## src/rtl/img_arb_pkg.sv

```systemverilog
// Shared types and default geometry for the image RAM arbiter.
// Optional build macro used by the top: IMG_ARB_VBLANK_WR_EN.
package img_arb_pkg;

    typedef enum logic [1:0] {
        OWN_NONE,
        OWN_VGA,
        OWN_CPU
    } owner_t;

    localparam int IMG_W      = 100;
    localparam int IMG_H      = 100;
    localparam int IMG_ADDR_W = 14;

endpackage

```

## src/rtl/image_mem_arbiter_if.sv

```systemverilog
// CPU/loader req/gnt bus into the image RAM arbiter.
// master = requester side, slave = arbiter side.
interface image_mem_arbiter_if #(
    parameter int ADDR_W = 14,
    parameter int DATA_W = 8
);

    logic              cpu_req;
    logic              cpu_we;
    logic [ADDR_W-1:0] cpu_addr;
    logic [DATA_W-1:0] cpu_wdata;
    logic              cpu_gnt;
    logic              cpu_rvalid;
    logic [DATA_W-1:0] cpu_rdata;

    modport master (
        output cpu_req, cpu_we, cpu_addr, cpu_wdata,
        input  cpu_gnt, cpu_rvalid, cpu_rdata
    );

    modport slave (
        input  cpu_req, cpu_we, cpu_addr, cpu_wdata,
        output cpu_gnt, cpu_rvalid, cpu_rdata
    );

endinterface

```

## src/rtl/img_addr_gen.sv

```systemverilog
// Image-window hit detect and multiplier-free read address
// (running row base plus column offset).
module img_addr_gen #(
    parameter int WIN_X  = 0,
    parameter int WIN_Y  = 0,
    parameter int WIN_W  = 100,
    parameter int WIN_H  = 100,
    parameter int ADDR_W = 14
) (
    input  logic              clk,
    input  logic              rst,
    input  logic              pix_en,
    input  logic [9:0]        x,
    input  logic [9:0]        y,
    output logic              vga_fetch,
    output logic [ADDR_W-1:0] vga_addr
);

    localparam logic [10:0] X_LO = 11'(WIN_X);
    localparam logic [10:0] Y_LO = 11'(WIN_Y);
    localparam logic [10:0] W_SZ = 11'(WIN_W);
    localparam logic [10:0] H_SZ = 11'(WIN_H);

    logic [10:0]       col_off;
    logic [10:0]       row_off;
    logic              in_col;
    logic              in_row;
    logic              last_col;
    logic [ADDR_W-1:0] row_base;

    // Offsets wrap to large values left/above the window, so one
    // unsigned compare covers both bounds.
    assign col_off  = {1'b0, x} - X_LO;
    assign row_off  = {1'b0, y} - Y_LO;
    assign in_col   = col_off < W_SZ;
    assign in_row   = row_off < H_SZ;
    assign last_col = col_off == (W_SZ - 11'd1);

    assign vga_fetch = pix_en && in_col && in_row;
    assign vga_addr  = row_base + ADDR_W'(col_off);

    always_ff @(posedge clk) begin
        if (rst) begin
            row_base <= '0;
        end else if (pix_en && !in_row) begin
            row_base <= '0;
        end else if (vga_fetch && last_col) begin
            row_base <= row_base + ADDR_W'(WIN_W);
        end
    end

endmodule

```

## src/rtl/image_mem_arbiter.sv

```systemverilog
// Single-port image RAM shared by VGA fetch (absolute priority) and CPU.
// Build macro IMG_ARB_VBLANK_WR_EN: CPU writes only during vertical blanking.
module image_mem_arbiter
    import img_arb_pkg::*;
#(
    parameter int WIN_X    = 0,
    parameter int WIN_Y    = 0,
    parameter int WIN_W    = IMG_W,
    parameter int WIN_H    = IMG_H,
    parameter int ADDR_W   = IMG_ADDR_W,
    parameter int DATA_W   = 8,
    parameter int V_ACTIVE = 480
) (
    input  logic              clk,
    input  logic              rst,
    input  logic              pix_en,
    input  logic [9:0]        x,
    input  logic [9:0]        y,
    output logic [DATA_W-1:0] pix_data,
    output logic              pix_hit,
    image_mem_arbiter_if.slave cpu,
    output logic [ADDR_W-1:0] mem_addr,
    output logic              mem_we,
    output logic [DATA_W-1:0] mem_wdata,
    input  logic [DATA_W-1:0] mem_rdata
);

    logic              vga_fetch;
    logic [ADDR_W-1:0] vga_addr;
    logic              wr_ok;
    logic              gnt;
    logic              rvalid_q;
    logic [DATA_W-1:0] rdata_q;
    logic              miss_q;
    owner_t            owner_q;
    owner_t            owner_d;

    img_addr_gen #(
        .WIN_X  (WIN_X),
        .WIN_Y  (WIN_Y),
        .WIN_W  (WIN_W),
        .WIN_H  (WIN_H),
        .ADDR_W (ADDR_W)
    ) u_addr_gen (
        .clk       (clk),
        .rst       (rst),
        .pix_en    (pix_en),
        .x         (x),
        .y         (y),
        .vga_fetch (vga_fetch),
        .vga_addr  (vga_addr)
    );

`ifdef IMG_ARB_VBLANK_WR_EN
    logic [9:0] y_last;
    logic [9:0] y_cur;

    always_ff @(posedge clk) begin
        if (rst) begin
            y_last <= '0;
        end else if (pix_en) begin
            y_last <= y;
        end
    end

    // Use the live row on a pixel tick so the grant lands on that tick.
    assign y_cur = pix_en ? y : y_last;
    assign wr_ok = y_cur >= 10'(V_ACTIVE);
`else
    assign wr_ok = 1'b1;
`endif

    always_comb begin
        gnt       = 1'b0;
        mem_addr  = '0;
        mem_we    = 1'b0;
        mem_wdata = '0;
        owner_d   = OWN_NONE;
        if (rst) begin
            owner_d = OWN_NONE;
        end else if (vga_fetch) begin
            mem_addr = vga_addr;
            owner_d  = OWN_VGA;
        end else if (cpu.cpu_req && (!cpu.cpu_we || wr_ok)) begin
            gnt       = 1'b1;
            mem_addr  = cpu.cpu_addr;
            mem_we    = cpu.cpu_we;
            mem_wdata = cpu.cpu_wdata;
            owner_d   = cpu.cpu_we ? OWN_NONE : OWN_CPU;
        end
    end

    always_ff @(posedge clk) begin
        if (rst) begin
            owner_q  <= OWN_NONE;
            miss_q   <= 1'b0;
            pix_data <= '0;
            pix_hit  <= 1'b0;
            rvalid_q <= 1'b0;
            rdata_q  <= '0;
        end else begin
            owner_q  <= owner_d;
            miss_q   <= pix_en && !vga_fetch;
            rvalid_q <= owner_q == OWN_CPU;
            if (owner_q == OWN_CPU) begin
                rdata_q <= mem_rdata;
            end
            if (owner_q == OWN_VGA) begin
                pix_data <= mem_rdata;
                pix_hit  <= 1'b1;
            end else if (miss_q) begin
                pix_hit <= 1'b0;
            end
        end
    end

    assign cpu.cpu_gnt    = gnt;
    assign cpu.cpu_rvalid = rvalid_q;
    assign cpu.cpu_rdata  = rdata_q;

endmodule

```

## src/flat_wrapper.sv

```systemverilog
// flat-port wrapper written by rule: the top's interface ports become plain ports
module image_mem_arbiter_flat import img_arb_pkg::*;
#(
    parameter int WIN_X    = 0,
    parameter int WIN_Y    = 0,
    parameter int WIN_W    = IMG_W,
    parameter int WIN_H    = IMG_H,
    parameter int ADDR_W   = IMG_ADDR_W,
    parameter int DATA_W   = 8,
    parameter int V_ACTIVE = 480
)
  (clk, rst, pix_en, x, y, pix_data, pix_hit, mem_addr, mem_we, mem_wdata, mem_rdata, cpu_cpu_req, cpu_cpu_we, cpu_cpu_addr, cpu_cpu_wdata, cpu_cpu_gnt, cpu_cpu_rvalid, cpu_cpu_rdata);
  image_mem_arbiter_if #(.ADDR_W(ADDR_W), .DATA_W(DATA_W)) cpu_i ();
  input  logic clk;
  input  logic rst;
  input  logic pix_en;
  input  logic [9:0] x;
  input  logic [9:0] y;
  output logic [DATA_W-1:0] pix_data;
  output logic pix_hit;
  output logic [ADDR_W-1:0] mem_addr;
  output logic mem_we;
  output logic [DATA_W-1:0] mem_wdata;
  input  logic [DATA_W-1:0] mem_rdata;
  input wire logic [$bits(cpu_i.cpu_req)-1:0] cpu_cpu_req;
  input wire logic [$bits(cpu_i.cpu_we)-1:0] cpu_cpu_we;
  input wire logic [$bits(cpu_i.cpu_addr)-1:0] cpu_cpu_addr;
  input wire logic [$bits(cpu_i.cpu_wdata)-1:0] cpu_cpu_wdata;
  output wire logic [$bits(cpu_i.cpu_gnt)-1:0] cpu_cpu_gnt;
  output wire logic [$bits(cpu_i.cpu_rvalid)-1:0] cpu_cpu_rvalid;
  output wire logic [$bits(cpu_i.cpu_rdata)-1:0] cpu_cpu_rdata;
  assign cpu_i.cpu_req = cpu_cpu_req;
  assign cpu_i.cpu_we = cpu_cpu_we;
  assign cpu_i.cpu_addr = cpu_cpu_addr;
  assign cpu_i.cpu_wdata = cpu_cpu_wdata;
  assign cpu_cpu_gnt = cpu_i.cpu_gnt;
  assign cpu_cpu_rvalid = cpu_i.cpu_rvalid;
  assign cpu_cpu_rdata = cpu_i.cpu_rdata;
  image_mem_arbiter #(.WIN_X(WIN_X), .WIN_Y(WIN_Y), .WIN_W(WIN_W), .WIN_H(WIN_H), .ADDR_W(ADDR_W), .DATA_W(DATA_W), .V_ACTIVE(V_ACTIVE)) u_core (.clk(clk), .rst(rst), .pix_en(pix_en), .x(x), .y(y), .pix_data(pix_data), .pix_hit(pix_hit), .cpu(cpu_i), .mem_addr(mem_addr), .mem_we(mem_we), .mem_wdata(mem_wdata), .mem_rdata(mem_rdata));
endmodule
```

## config.mk

```make
export PLATFORM = sky130hd
export DESIGN_NAME = image_mem_arbiter_flat
export DESIGN_NICKNAME = d
export VERILOG_FILES = /design/src/rtl/img_arb_pkg.sv /design/src/rtl/image_mem_arbiter_if.sv /design/src/rtl/img_addr_gen.sv /design/src/rtl/image_mem_arbiter.sv /design/src/flat_wrapper.sv
export SDC_FILE = /design/constraint.sdc
export NUM_CORES = 1
export LEC_CHECK = 0
export CAP_MARGIN = 20
export CORE_MARGIN = 10
export CORE_UTILIZATION = 30
export DETAILED_ROUTE_END_ITERATION = 12
export HOLD_SLACK_MARGIN = 0.1
export SLEW_MARGIN = 40
export SYNTH_ARGS = -nofsm -noshare
export SYNTH_HDL_FRONTEND = slang
export SYNTH_SLANG_ARGS = --single-unit
```

## constraint.sdc

```tcl
create_clock -name clk -period 2.1 [get_ports clk]
set_clock_uncertainty 0.15 [all_clocks]
set_input_delay 0.21 -clock clk [delete_from_list [all_inputs] [get_ports clk]]
set_output_delay 0.21 -clock clk [all_outputs]
set_load 0.1 [all_outputs]
```

# After elaboration in Yosys (flattened, before gate mapping)
# Cells that the tools add are included.
[totals]
output_inout_bits = 42
in_bits = 55
word_cells = 43
regBits = 35
[classes]
eq_ne = 3
n_lt_le_gt_ge = 2
n_addsub = 2
bitwise = 1
n_reduce_logical = 10
muxes = 17
[ops]
columns = ["operator", "count"]
rows = [
  ["$mux W14", 3],
  ["$mux W8", 3],
  ["$lt A10 B7 Y1 const B", 2],
  ["$add A14 B10 Y14", 1],
  ["$add A14 B7 Y14 const B", 1],
  ["$eq A10 B7 Y1 const B", 1],
  ["$mux W1", 10],
  ["$logic_and A1 B1 Y1", 5],
  ["$reduce_or A3 Y1", 1],
  ["$eq A2 B1 Y1 const B", 1],
  ["$eq A2 B2 Y1 const B", 1],
  ["$logic_not A1 Y1", 2],
  ["$mux W2", 1],
  ["$reduce_bool A2 Y1", 1],
  ["$reduce_or A2 Y1", 1],
  ["$not A1 Y1", 1],
]

# Longest topological paths before layout
[logic_depth]
depth_word = 5
depth_mapped = 7
ltp_nobuf = 7

# Modules after synthesis
# Synthesis repeated with hierarchy kept, for this count alone.
[unflattened]
cells_unflattened = 230
hier_area_um2 = 2115.8
[by_module_without_submodules]
columns = ["module", "cells_per_inst", "area_per_inst_um2", "instances", "seq_area_each_um2"]
rows = [
  ["image_mem_arbiter", 107, 1081.0, 1, 420.4],
  ["img_addr_gen", 123, 1034.7, 1, 240.2],
]

# Worst setup path after synthesis
# OpenSTA, ideal clock, no wires.
[synth_path]
path_type = "input -> output"
start = "input port x[4]"
end = "output port mem_wdata[0]"
cell_stages = 5
slack_ns = -0.866
t_arrival_ns = 2.606
t_required_ns = 1.740
path_buffers = 1
path_cell_list = "o311ai_1 and4_4 a21oi_2 clkbuf_1 and2_1"
[synth_via]
elab_chain_cells = 5
[synth_lines]
columns = ["item", "line", "source"]
rows = [
  ["from (decl)", "flat_wrapper.sv:17", "input logic [9:0] x;"],
  ["$lt A10 B7 Y1", "img_addr_gen.sv:35", "assign in_col = col_off < W_SZ;"],
  ["$logic_and A1 B1 Y1 (2 in series)", "img_addr_gen.sv:39", "assign vga_fetch = pix_en && in_col && in_row;"],
  ["$mux W8", "image_mem_arbiter.sv:81", "end else if (vga_fetch) begin"],
  ["$mux W8", "image_mem_arbiter.sv:79", "if (rst) begin"],
  ["to (decl)", "flat_wrapper.sv:23", "output logic [DATA_W-1:0] mem_wdata;"],
]
# No other way between the ends.

# Worst setup path in the final report
[layout_path]
start = "register u_core.u_addr_gen.row_base[6]"
end = "output port mem_addr[13]"
[layout_via]
elab_chain_cells = 3
[layout_lines]
columns = ["item", "line", "source"]
rows = [
  ["from (decl)", "img_addr_gen.sv:29", "logic [ADDR_W-1:0] row_base;"],
  ["from (signal assigned)", "img_addr_gen.sv:48", "row_base <= row_base + ADDR_W'(WIN_W);"],
  ["$add A14 B10 Y14", "img_addr_gen.sv:40", "assign vga_addr = row_base + ADDR_W'(col_off);"],
  ["$mux W14", "image_mem_arbiter.sv:81", ""],
  ["$mux W14", "image_mem_arbiter.sv:79", ""],
  ["to (decl)", "flat_wrapper.sv:21", "output logic [ADDR_W-1:0] mem_addr;"],
]
# No other way between the ends.

==> impl_results.md <==
* Setup crit end kind: output pin
* Commonest non-fill, non-tap cell in the layout: buf_4
* Synth Area in Adders at 0.0673
* Pre-CTS setup slack at -517 ps
* Post-route ant nets at 0
* Rel. slew slack at 0.636
* Max-slew violations at 0
* Reg2Reg Setup Slack at 290 ps
* Core area at roughly 6300 sq um
* Leakage power total at 1.62 nW
* Post-Synthesis Cell Area at 1970 sq um
* EDFF count, synth at 0
* Endpoints failing hold at 0
* Root Buffer: clkbuf_8
* Port Buf Inserts at 94
* WL final at 7.51 mm
* Antenna diodes at 0
* Layout area overhead at 100%
* Slowest cell on the critical path: dfxtp_2
* #FFs+latches synth at 33
* Pwr per Cell Area at approximately 480 nW/um^2
* # setup viols final at 10
* Top cell by count, worst path: o211ai_1
* Period utilisation layout at 1.20
* Clk Latency, worst-skew pair at around 290 ps
* CP arrival at between 2000 and 2500 ps
* Worst R2R End: u_core.u_addr_gen.row_base[12]
* Final min period at 2510 ps
* CP startpoint: u_core.u_addr_gen.row_base[6]
* Synth Area in Simple Gates at 0.269
* Max-cap violations at 0
* Top_reg_cell synth: dfxtp_1
* CP max FO at 4
* Max frequency at 0.398 GHz
* Status: finished with violations
* Post-synth net total at 307
* Pin count of the biggest net entering global routing at 26
* Final worst setup slack at -414 ps
* Commonest non-fill, non-tap cells in the layout: 48 x buf_4, 38 x nand2_1, 36 x clkdlybuf4s50_1
* First-pass GRT wire length at roughly 12 mm
* Number of distinct library cells after synthesis at 41
* CTS Buf Count at 5
* Critical-path cell list: ha_4, nand3_2, o211ai_1, o211ai_1, xnor2_1, a22o_2, buf_12
* Post-Synth XOR/XNOR Area at 0.0933
* Mapped Cells at 242
* Compound-gate portion of the synthesized area at 0.185
* Initial antenna violation count at 0
* IO Pins at 97
* Via count at roughly 2,200
* Max Root-Sink Buffers at 2
* Largest family of logic cells by synthesized area: simple AND/OR/NAND/NOR gates
* Failing checks: setup timing
* Peak VDD IR at 0.410 mV
* Router iterations before antenna repair at 4
* Reg-to-Reg Start: u_core.u_addr_gen.row_base[3]
* Initial core utilization at 0.311
* Final #Nets at 435
* Gpl congestion at a little over 0.8
* Rows at 29
* Gr usage total at 0.145
* Post-synthesis mux area share at 0.00508
* Drt via density at 4.92
* Die W at 101 um
* Seq/Total Area, Yosys at 0.335
* Dpl hpwl at 5.64 mm
* Clk slew on worst S/H paths at 70 ps
* CTS tree: built
* Vias in the first global route at 2,378
* RSZ-0062 raised after global routing: true
* CTS H-tree lvls at 2
* Sink Count at 33
* Vert. Die Dim at 101 um
* R2R depth at 7
* WP data required at ~1700 ps
* Congestion Overflow GR at 0
* Avg Cell Area, Syn at 8.15 sq um
* Worst path bufs/invs at 1
* Biggest cell delay along the critical path at 340 ps
* Total power draw at approximately 1.9 mW
* DRT iter0 DRCs at 80
* Drt drc at 0
* CP Capture Point: mem_addr[13]
* CP Class: flip-flop to output pin
* Synth Warn # at 0
* Async set or reset register ratio after synthesis at 0
* Critical path depth in cells at 7
* WL/cell at 16.8 um
* Share of layout cells above drive strength 1 at 0.407
* DIE AREA at 10,200 sq um
* Worst slew pin tran at 542 ps
* Startpoint types: flip-flop
* CP delay by family, top: compound AO/OA/AOI/OAI gates
* Hold crit path type: flip-flop to flip-flop
* Final cell utilization of the core at 0.622
-- per-layer routing --
layer  vias to the layer above  global-route usage  routed length (um)
met4                         0              0.0493                 135
met1                      1007               0.160                3130
li1                       1113                   -                   -
met2                        68               0.256                3800
met3                        14              0.0439                 445
met5                         -                   0                   0
-- area by class of cell --
cell class / count / area, sq um
clock buffer: 5 / 68.8
clock inverter: 3 / 65.1
fill: 539 / 2400
inverter: 4 / 15.0
multi-input combinational: 190 / 1480
sequential: 33 / 669
tap: 77 / 96.3
timing repair buffer: 136 / 1560
-- synth_stat cells, drive strengths merged, types with 4 or more instances --
cell | count | share of area
nand4 | 10 | 0.032
a21oi | 22 | 0.058
buf | 7 | 0.022
nand3 | 7 | 0.018
inv | 4 | 0.0076
and2 | 10 | 0.032
nor2 | 18 | 0.034
dfxtp | 33 | 0.34
ha | 9 | 0.057
nand2b | 4 | 0.013
a22o | 14 | 0.062
clkbuf | 8 | 0.015
nor2b | 4 | 0.013
nand2 | 38 | 0.072
nor3 | 6 | 0.015
o211ai | 4 | 0.015
xor2 | 13 | 0.058
xnor2 | 8 | 0.036
-- repair_timing --
| action | 4_1_cts | 5_1_grt |
|---|---|---|
| cloned | 1 | 2 |
| endpoints found under the setup margin | 24 | 14 |
| hold buffers | 0 | 0 |
| pin swaps | 35 | 18 |
| setup buffers | 7 | 0 |
| gates resized for setup | 77 | 7 |
-- flip-flops by register name, indices dropped and copies added (netlist names) --
name and flops:
u_core.u_addr_gen.row_base 12, u_core.cpu.cpu_rdata 8, u_core.pix_data 8, u_core.owner_q 2, u_core.cpu.cpu_rvalid 1, u_core.miss_q 1
u_core.pix_hit 1
-- logic make-up (layout without fill, tap and decap cells) --
| family | count (synthesis) | after routing |
|---|---|---|
| compound gates | 51 | 51 |
| xor+xnor | 21 | 21 |
| fa+ha+maj | 10 | 10 |
| buf+inv | 19 | 148 |
| flops | 33 | 33 |
| mux | 1 | 1 |
| simple gates | 107 | 107 |
-- worst min-delay path: stages (launching register included) --
cell and delay [ps]:
dfxtp_1 310, nand2_1 50, a21oi_1 50
-- worst min path at each step --
| stage | slack [ps] | cells after the start | from | endpoint |
|---|---|---|---|---|
| 2_1_floorplan | 130 | 1 | cpu_cpu_we | u_core.owner_q[1] |
| 6_report | 310 | 2 | u_core.cpu.cpu_rdata[3] | u_core.cpu.cpu_rdata[3] |
| 3_3_place_gp | 290 | 2 | u_core.cpu.cpu_rdata[0] | u_core.cpu.cpu_rdata[0] |
| 5_1_grt | 320 | 2 | u_core.cpu.cpu_rdata[0] | u_core.cpu.cpu_rdata[0] |
| 4_1_cts | 310 | 2 | u_core.cpu.cpu_rdata[0] | u_core.cpu.cpu_rdata[0] |
| 3_5_place_dp | 300 | 2 | u_core.cpu.cpu_rdata[0] | u_core.cpu.cpu_rdata[0] |
-- where the power goes --
group / switching [mW] / internal (mW) / total [mW] / leakage (nW)
clock network: 0.246 / 0.472 / 0.718 / 0.0681
registers: 0.00359 / 0.632 / 0.635 / 0.270
logic: 0.304 / 0.241 / 0.545 / 1.28
-- through the flow --
step                cell area, sq um  TNS, ps  instances  hold slack, ps
detailed placement              3490    -8350        435             301
global route                    3950    -3850        448             322
CTS                             3930    -3170        449             311
finish                          3950    -3000        448             309
global placement                3490    -9230        435             294
floorplan                       2020     -640        242             132
Power figures use the tool's default switching activity.
